$ cat config.mk
export PLATFORM = sky130hd
export DESIGN_NAME = fetch_queue
export DESIGN_NICKNAME = d
export VERILOG_FILES = /design/src/rtl/mmm_pkg.sv /design/src/rtl/fetch_fifo.sv /design/src/rtl/fetch_queue.sv
export SDC_FILE = /design/constraint.sdc
export NUM_CORES = 1
export LEC_CHECK = 0
export ABC_AREA = 1
export ABC_CLOCK_PERIOD_IN_PS = 42700
export BUFFER_PORTS_ARGS = -buffer_cell sky130_fd_sc_hd__buf_2
export CORE_UTILIZATION = 65
export CTS_BUF_LIST = sky130_fd_sc_hd__clkbuf_4 sky130_fd_sc_hd__clkbuf_8
export CTS_CLUSTER_DIAMETER = 60
export CTS_CLUSTER_SIZE = 25
export DETAILED_ROUTE_END_ITERATION = 16
export PLACE_DENSITY = 0.9
export SLEW_MARGIN = 20
export SYNTH_ARGS = -nofsm -noshare
export SYNTH_HDL_FRONTEND = slang
export SYNTH_HIERARCHICAL = 1
export SYNTH_SLANG_ARGS = --single-unit
export TNS_END_PERCENT = 10
$ cat constraint.sdc
create_clock -name clk_i -period 42.7 [get_ports clk_i]
set_input_delay 12.81 -clock clk_i [delete_from_list [all_inputs] [get_ports clk_i]]
set_output_delay 12.81 -clock clk_i [all_outputs]
set_load 0.005 [all_outputs]
$ cat src/rtl/mmm_pkg.sv
// Shared fetch-path types: XLEN/ILEN, branch prediction record, and the
// entry formats held by the fetch queue and its in-flight request FIFO.
package mmm_pkg;

  localparam int XLEN = 32;
  localparam int ILEN = 32;

  typedef struct packed {
    logic            taken;
    logic [XLEN-1:0] target;
  } prediction_t;

  typedef struct packed {
    logic [ILEN-1:0] instr;
    logic [XLEN-1:0] pc;
    prediction_t     pred;
  } fq_entry_t;

  typedef struct packed {
    logic [XLEN-1:0] pc;
    prediction_t     pred;
  } fq_meta_t;

endpackage

$ cat src/rtl/fetch_fifo.sv
// Parametrised-type FIFO with synchronous clear; head is read combinationally
// from storage. Storage resets to zero so the head reads zero out of reset.
module fetch_fifo #(
  parameter type T     = logic [7:0],
  parameter int  DEPTH = 4
) (
  input  logic                       clk_i,
  input  logic                       rst_i,
  input  logic                       clr_i,
  input  logic                       push_i,
  input  T                           data_i,
  input  logic                       pop_i,
  output T                           data_o,
  output logic [$clog2(DEPTH+1)-1:0] count_o
);

  localparam int PW = (DEPTH > 1) ? $clog2(DEPTH) : 1;
  localparam int CW = $clog2(DEPTH + 1);

  T                mem_q [DEPTH];
  logic [PW-1:0]   wr_ptr_q, wr_ptr_d;
  logic [PW-1:0]   rd_ptr_q, rd_ptr_d;
  logic [CW-1:0]   count_q, count_d;
  logic            full, empty, do_push, do_pop;

  assign full    = (count_q == CW'(DEPTH));
  assign empty   = (count_q == '0);
  assign do_push = push_i & ~full & ~clr_i;
  assign do_pop  = pop_i & ~empty & ~clr_i;
  assign data_o  = mem_q[rd_ptr_q];
  assign count_o = count_q;

  // Explicit wrap keeps non-power-of-two depths (meta FIFO) correct.
  always_comb begin
    wr_ptr_d = wr_ptr_q;
    rd_ptr_d = rd_ptr_q;
    count_d  = count_q;
    if (clr_i) begin
      wr_ptr_d = '0;
      rd_ptr_d = '0;
      count_d  = '0;
    end else begin
      if (do_push) wr_ptr_d = (wr_ptr_q == PW'(DEPTH - 1)) ? '0 : wr_ptr_q + PW'(1);
      if (do_pop)  rd_ptr_d = (rd_ptr_q == PW'(DEPTH - 1)) ? '0 : rd_ptr_q + PW'(1);
      count_d = count_q + CW'(do_push) - CW'(do_pop);
    end
  end

  always_ff @(posedge clk_i or posedge rst_i) begin
    if (rst_i) begin
      wr_ptr_q <= '0;
      rd_ptr_q <= '0;
      count_q  <= '0;
      for (int i = 0; i < DEPTH; i++) mem_q[i] <= '0;
    end else begin
      wr_ptr_q <= wr_ptr_d;
      rd_ptr_q <= rd_ptr_d;
      count_q  <= count_d;
      if (do_push) mem_q[wr_ptr_q] <= data_i;
    end
  end

  a_no_push_full: assert property (@(posedge clk_i) disable iff (rst_i)
    !(push_i && full && !clr_i));

endmodule

$ cat src/rtl/fetch_queue.sv
// Decoupled fetch stage: credit-limited i-cache requests, in-order response
// buffering toward decode, flush with in-flight response dropping.
// Optional FETCH_QUEUE_BYPASS_EN: responses reaching an empty queue issue same cycle.
//
// Handshakes are valid/ready: a transfer happens on a cycle where both are high;
// valid never depends on ready of the same channel.
module fetch_queue
  import mmm_pkg::*;
#(
  parameter int DEPTH           = 4,
  parameter int MAX_OUTSTANDING = 2
) (
  input  logic                                 clk_i,
  input  logic                                 rst_i,
  input  logic                                 flush_i,
  input  logic [XLEN-1:0]                      pc_i,
  input  logic                                 pc_valid_i,
  input  prediction_t                          pred_i,
  output logic                                 fetch_ready_o,
  output logic [XLEN-1:0]                      addr_o,
  output logic                                 addr_valid_o,
  input  logic                                 addr_ready_i,
  input  logic [ILEN-1:0]                      data_i,
  input  logic                                 data_valid_i,
  output logic                                 data_ready_o,
  output logic                                 issue_valid_o,
  input  logic                                 issue_ready_i,
  output logic [ILEN-1:0]                      instruction_o,
  output logic [XLEN-1:0]                      pc_o,
  output prediction_t                          pred_o,
  output logic [$clog2(MAX_OUTSTANDING+1)-1:0] dbg_outstanding_o,
  output logic [$clog2(MAX_OUTSTANDING+1)-1:0] dbg_drop_cnt_o,
  output logic [$clog2(DEPTH+1)-1:0]           dbg_count_o
);

  localparam int OW = $clog2(MAX_OUTSTANDING + 1);
  localparam int CW = $clog2(DEPTH + 1);
  localparam int SW = ((OW > CW) ? OW : CW) + 1;

  logic [OW-1:0] outstanding_q, outstanding_d;
  logic [OW-1:0] drop_cnt_q, drop_cnt_d;
  logic          ready_q;

  logic [CW-1:0] q_count;
  logic [OW-1:0] meta_count;
  logic [SW-1:0] occupancy;
  logic          q_empty, q_push, q_pop;
  logic          credit_ok, req_fire, resp_fire, resp_keep, bypass;
  fq_meta_t      meta_in, meta_head;
  fq_entry_t     q_in, q_head, head;

  // Queue space is reserved when a request is sent, so responses always fit.
  assign occupancy = SW'(outstanding_q) + SW'(q_count);
  assign credit_ok = (outstanding_q < OW'(MAX_OUTSTANDING)) && (occupancy < SW'(DEPTH));

  assign addr_o        = pc_i;
  assign addr_valid_o  = pc_valid_i & credit_ok & ~flush_i;
  assign fetch_ready_o = addr_ready_i & credit_ok & ~flush_i;
  assign req_fire      = addr_valid_o & addr_ready_i;

  assign data_ready_o = ready_q;
  assign resp_fire    = data_valid_i & ready_q;
  assign resp_keep    = resp_fire & ~flush_i & (drop_cnt_q == '0);

`ifdef FETCH_QUEUE_BYPASS_EN
  assign bypass = resp_keep & q_empty;
`else
  assign bypass = 1'b0;
`endif

  assign q_empty       = (q_count == '0);
  assign issue_valid_o = (~q_empty | bypass) & ~flush_i;
  assign q_pop         = ~q_empty & issue_valid_o & issue_ready_i;
  assign q_push        = resp_keep & ~(bypass & issue_ready_i);

  assign meta_in = '{pc: pc_i, pred: pred_i};
  assign q_in    = '{instr: data_i, pc: meta_head.pc, pred: meta_head.pred};
  assign head    = bypass ? q_in : q_head;

  assign instruction_o = head.instr;
  assign pc_o          = head.pc;
  assign pred_o        = head.pred;

  assign dbg_outstanding_o = outstanding_q;
  assign dbg_drop_cnt_o    = drop_cnt_q;
  assign dbg_count_o       = q_count;

  fetch_fifo #(.T(fq_meta_t), .DEPTH(MAX_OUTSTANDING)) u_meta_fifo (
    .clk_i   (clk_i),
    .rst_i   (rst_i),
    .clr_i   (flush_i),
    .push_i  (req_fire),
    .data_i  (meta_in),
    .pop_i   (resp_keep),
    .data_o  (meta_head),
    .count_o (meta_count)
  );

  fetch_fifo #(.T(fq_entry_t), .DEPTH(DEPTH)) u_instr_queue (
    .clk_i   (clk_i),
    .rst_i   (rst_i),
    .clr_i   (flush_i),
    .push_i  (q_push),
    .data_i  (q_in),
    .pop_i   (q_pop),
    .data_o  (q_head),
    .count_o (q_count)
  );

  // On flush, every request still unanswered after this cycle must be dropped.
  always_comb begin
    outstanding_d = outstanding_q + OW'(req_fire) - OW'(resp_fire);
    drop_cnt_d    = drop_cnt_q;
    if (flush_i)                             drop_cnt_d = outstanding_q - OW'(resp_fire);
    else if (resp_fire && drop_cnt_q != '0)  drop_cnt_d = drop_cnt_q - OW'(1);
  end

  always_ff @(posedge clk_i or posedge rst_i) begin
    if (rst_i) begin
      outstanding_q <= '0;
      drop_cnt_q    <= '0;
      ready_q       <= 1'b0;
    end else begin
      outstanding_q <= outstanding_d;
      drop_cnt_q    <= drop_cnt_d;
      ready_q       <= 1'b1;
    end
  end

  a_meta_tracks_live: assert property (@(posedge clk_i) disable iff (rst_i)
    meta_count == outstanding_q - drop_cnt_q);

endmodule

Word level (Yosys, flattened, before mapping)
Cells that the tools add are included.
{ "totals": {"ff_bits": 534, "inputBits": 104, "output_inout_bits": 140, "word_cells": 125} }
{ "op_classes": {"add_sub_neg": 13, "magnitude_cmp": 8, "n_eq_ne": 4, "muxes": 28, "n_bitwise": 28, "reduce_logical": 13} }
{ "op_table": {"columns": ["operator", "count"], "rows": [
  ["$bwmux W388", 1],
  ["$mux W97", 3],
  ["$mux W65", 4],
  ["$bmux W97 S2", 1],
  ["$demux W97 S2", 1],
  ["$bwmux W130", 1],
  ["$demux W65 S1", 1],
  ["$and A1 B1 Y1", 19],
  ["$mux W2", 9],
  ["$reduce_bool A2 Y1", 6],
  ["$eq A2 B2 Y1 const B", 3],
  ["$ge A3 B3 Y1 const B", 2],
  ["$mux W1", 6],
  ["$not A2 Y3", 2],
  ["$sub A2 B1 Y2", 3],
  ["$not A1 Y1", 5],
  ["$add A2 B1 Y2", 2],
  ["$add A2 B1 Y2 const B", 2],
  ["$add A2 B3 Y4", 1],
  ["$ge A2 B2 Y1 const B", 2],
  ["$logic_and A1 B1 Y1", 4],
  ["$logic_not A2 Y1", 2],
  ["$lt A4 B3 Y1 const B", 1],
  ["$not A1 Y2", 2],
  ["other kinds (10)", 11]
]} }

Logic depth before layout (Yosys ltp)
{ "depth": {"depth_word": 11, "ltp_mapped": 16, "mapped_depth_nobuf": 15} }

Hierarchy
The synthesis kept the hierarchy.
{ "modules_own_cells": {"columns": ["mod", "n_inst", "cells_per_inst", "area_each_um2", "seq_area_each_um2"], "rows": [
  ["fetch_fifo at u_instr_queue", 1, 2332, 18988.2, 9884.5],
  ["fetch_fifo at u_meta_fifo", 1, 801, 6258.5, 3353.2],
  ["fetch_queue", 1, 90, 638.1, 125.1]
]} }

Worst setup path before layout
OpenSTA, ideal clock, no wires.
{ "synth_path": {"kind": "input port to output port", "start": "input port flush_i", "end": "output port fetch_ready_o", "arrival_ps": 13074, "required_ps": 29890, "path_slack_ps": 16816, "path_stages": 3, "n_path_buf": 0, "path_cell_list": "inv_2 -> nand2_1 -> nor2_1"} }
{ "synth_via": {"elab_chain_cells": 2} }
{ "synth_rtl": {"columns": ["element", "line", "source"], "rows": [
  ["from (decl)", "fetch_queue.sv:15", "input logic flush_i,"],
  ["$not A1 Y1", "fetch_queue.sv:58", "assign fetch_ready_o = addr_ready_i & credit_ok & ~flush_i;"],
  ["$and A1 B1 Y1", "fetch_queue.sv:58", null],
  ["to (decl)", "fetch_queue.sv:19", "output logic fetch_ready_o,"]
]} }
Every way passes these cells.

Final worst setup path
Same ends and word-level chain as after synthesis.

==> out/metrics.yaml <==
routing:
  dr.first_iter.drc_count: 3457
  wirelength_um: 73930
  wire_per_inst_um: 19.64
  drt-vias-per-instance: 6.364
  num_vias: 23954
  drc: 0
  drt_pass1_iterations: 6
  antenna_left: 0
global_routing:
  antenna_found_initial: 5
  grt_pass1_wl_um: 118700
  grt_pass1_vias: 22822
  grt-ovfl-total: 0
  grt_max_degree: 188
  grt_usage_pct: 36.14
clock_tree:
  post_cts_resized: 0
  postCtsSetupRepairBufs: 0
  tritoncts: "yes"
  clockBufferDepth: 3
  numCtsBuffers: 37
  worstSkewPairLatency_ps: 640
  htree_levels: 2
  clk_pin_slew_ps: 110
  hold_buffers: 0
  cts.sinks: 534
  ctsRootBufferMaster: "clkbuf_8"
sta:
  post-route-period-util_pct: 62.01
  worst_pin_slew_ps: 1138
  final.setup.tns_ps: 0
  min_period_ps: 26480
  finalSetupViolations: 0
  max_freq_mhz: 37.77
  drv_slew: 0
  grt_setup_unrepaired: "false"
  slew_headroom_pct: 24.16
  finalHoldViolCount: 0
  fin_skew_ps: 46.81
floorplanning:
  fp.dieH_um: 201.6
  start_util_pct: 66.51
  fp-row-count: 72
  ioPinCount: 244
  core_um2: 38920
  fp.dieW_um: 201.6
  dieArea_um2: 40620
pwr:
  p_comb_share_pct: 25.0
  power_density_nw_per_um2: 44.98
  p_leak_nw: 14.93
  ir_drop_v: 0.00003469
  p_sw_share_pct: 35.33
  p_sw_uw: 433.2
  clkPwrFrac_pct: 23.7
  p_total_mw: 1.226
  p_int_uw: 793.1
  seq_power_share_pct: 51.3
place:
  io_buffers: 243
  gp_congestion: 0.8325
  hpwlAfterDp_um: 40880
logic_synthesis:
  ys_seq_area_share_pct: 51.62
  synth-seq-cells: 534
  synthCells: 3223
  synth_cell_types: 30
  yosysWarningCount: 6
  syn_area_um2: 25880
  synthFlopType: "dfrtp_1"
  synth_edf_count: 0
  async_reset_ff_share_pct: 100.0
  synth.avg_cell_area_um2: 8.031
  synth.net_count: 3342
cells_and_area:
  seq_area_um2: 13370
  finalNetCount: 3336
  fillers: 3069
  final_cell_mix: "nand2_1 (1200), dfrtp_1 (531), nand4_1 (390), buf_2 (243), o21ai_0 (222)"
  multiInputGateArea_um2: 10560
  syn_to_final_growth_pct: 5.337
  final_common_cell: "nand2_1"
  final_layout_size_suffix_gt1_share_pct: 11.56
  post-route-util_pct: 70.06
critical_path:
  crit_path_max_fanout: 19
  end_kind: "primary output"
  reg2reg_depth: 11
  worstPathArrival_ps: 13670
  setup.worst_path.start_class: "input pin"
  worstSetupPathType: "input pin to primary output"
  worstPathRequired_ps: 29890
run_status:
  status: "completed"
hold_path:
  hold_depth: 2
  hold_class: "register to register"
flow_run:
  drv_cap: 0
## metal layers
metal | part of all wire, % | global-route usage [%] | vias to the layer above
met2 | 45 | 54.46 | 1691
met3 | 13 | 6.851 | 171
li1 | - | - | 10701
met1 | 39 | 52.56 | 11387
met5 | 0.041 | 0 | -
met4 | 2.7 | 12.99 | 4
## through the flow
stage / hold WS (ps) / setup WS, ps / instances / instance area (um^2)
2_1_floorplan: 444.2 / 16820 / 3223 / 25880
3_3_place_gp: 457.0 / 16270 / 3696 / 26400
3_5_place_dp: 460.6 / 16250 / 3696 / 26400
4_1_cts: 484.7 / 16230 / 3762 / 27250
5_1_grt: 500.0 / 16130 / 3763 / 27260
6_report: 487.0 / 16220 / 3764 / 27270
## cells by family (layout without fill, tap and decap cells)
| group | Yosys count | in the layout | synth area share (%) |
|---|---|---|---|
| buffers and inverters | 414 | 435 | 8.024 |
| and+or+nand+nor | 1895 | 1895 | 31.90 |
| other | 1 | 3 | 0.01449 |
| DFF | 534 | 534 | 51.62 |
| adders and majority gates | 15 | 15 | 0.7541 |
| AOI/OAI and AO/OA | 361 | 361 | 7.579 |
| xor gates and xnor gates | 3 | 3 | 0.1015 |
## sequential cells by signal, indices dropped and copies added (netlist names)
register	count
u_meta_fifo/count_o	2
u_instr_queue/wr_ptr_q	2
dbg_drop_cnt_o	2
u_instr_queue/mem_q	388
u_instr_queue/rd_ptr_q	2
u_instr_queue/count_o	3
u_meta_fifo/wr_ptr_q	1
data_ready_o	1
u_meta_fifo/mem_q	130
u_meta_fifo/rd_ptr_q	1
dbg_outstanding_o	2
## worst max-delay path, cell delays in order
cell,delay (ps)
buf_2,410
inv_2,130
nand2_1,140
nor2_1,60
buf_2,120
## path summary, 6_finish.rpt
check	start	endpoint	slack, ps
worst min register to register	u_instr_queue/mem_q[172]	u_instr_queue/mem_q[172]	490
worst max-delay path	flush_i	fetch_ready_o	16220
worst max register to register	dbg_drop_cnt_o[0]	u_instr_queue/mem_q[182]	39150
max in group asynchronous	rst_i	u_instr_queue/mem_q[181]	28770
worst min-delay path	u_instr_queue/mem_q[172]	u_instr_queue/mem_q[172]	490
min in group asynchronous	rst_i	dbg_outstanding_o[0]	12140
## cell usage after synthesis, drive strengths merged, types with 4 or more instances
master | n | area (um^2)
nand2 | 1202 | 4519
dfrtp | 534 | 13360
nand4 | 395 | 2502
o21ai | 262 | 1341
nor2 | 215 | 814.5
buf | 199 | 1267
clkbuf | 118 | 445.4
inv | 97 | 364.1
o22ai | 97 | 606.8
nand3 | 78 | 395.4
ha | 14 | 175.2
nor3 | 4 | 20.02
## layout make-up
| type | count | area share, % |
|---|---|---|
| Clock inverter | 24 | 1.037 |
| Sequential cell | 534 | 49.03 |
| Clock buffer | 42 | 2.074 |
| Timing Repair Buffer | 272 | 5.332 |
| Multi-Input combinational cell | 2275 | 38.71 |
| Inverter | 97 | 1.418 |
| Antenna cell | 2 | 0.01836 |
| Tap cell | 518 | 2.377 |
## power groups by stage
| stage | registers [mW] | clock network (mW) | logic (mW) |
|---|---|---|---|
| global placement | 0.632 | 0 | 0.287 |
| floorplan | 0.626 | 0 | 0.189 |
| finish | 0.629 | 0.291 | 0.307 |
| CTS | 0.627 | 0.295 | 0.300 |
| global route | 0.637 | 0.312 | 0.338 |
| detailed placement | 0.636 | 0 | 0.298 |
Note: power is estimated with default switching activity, not from simulation.
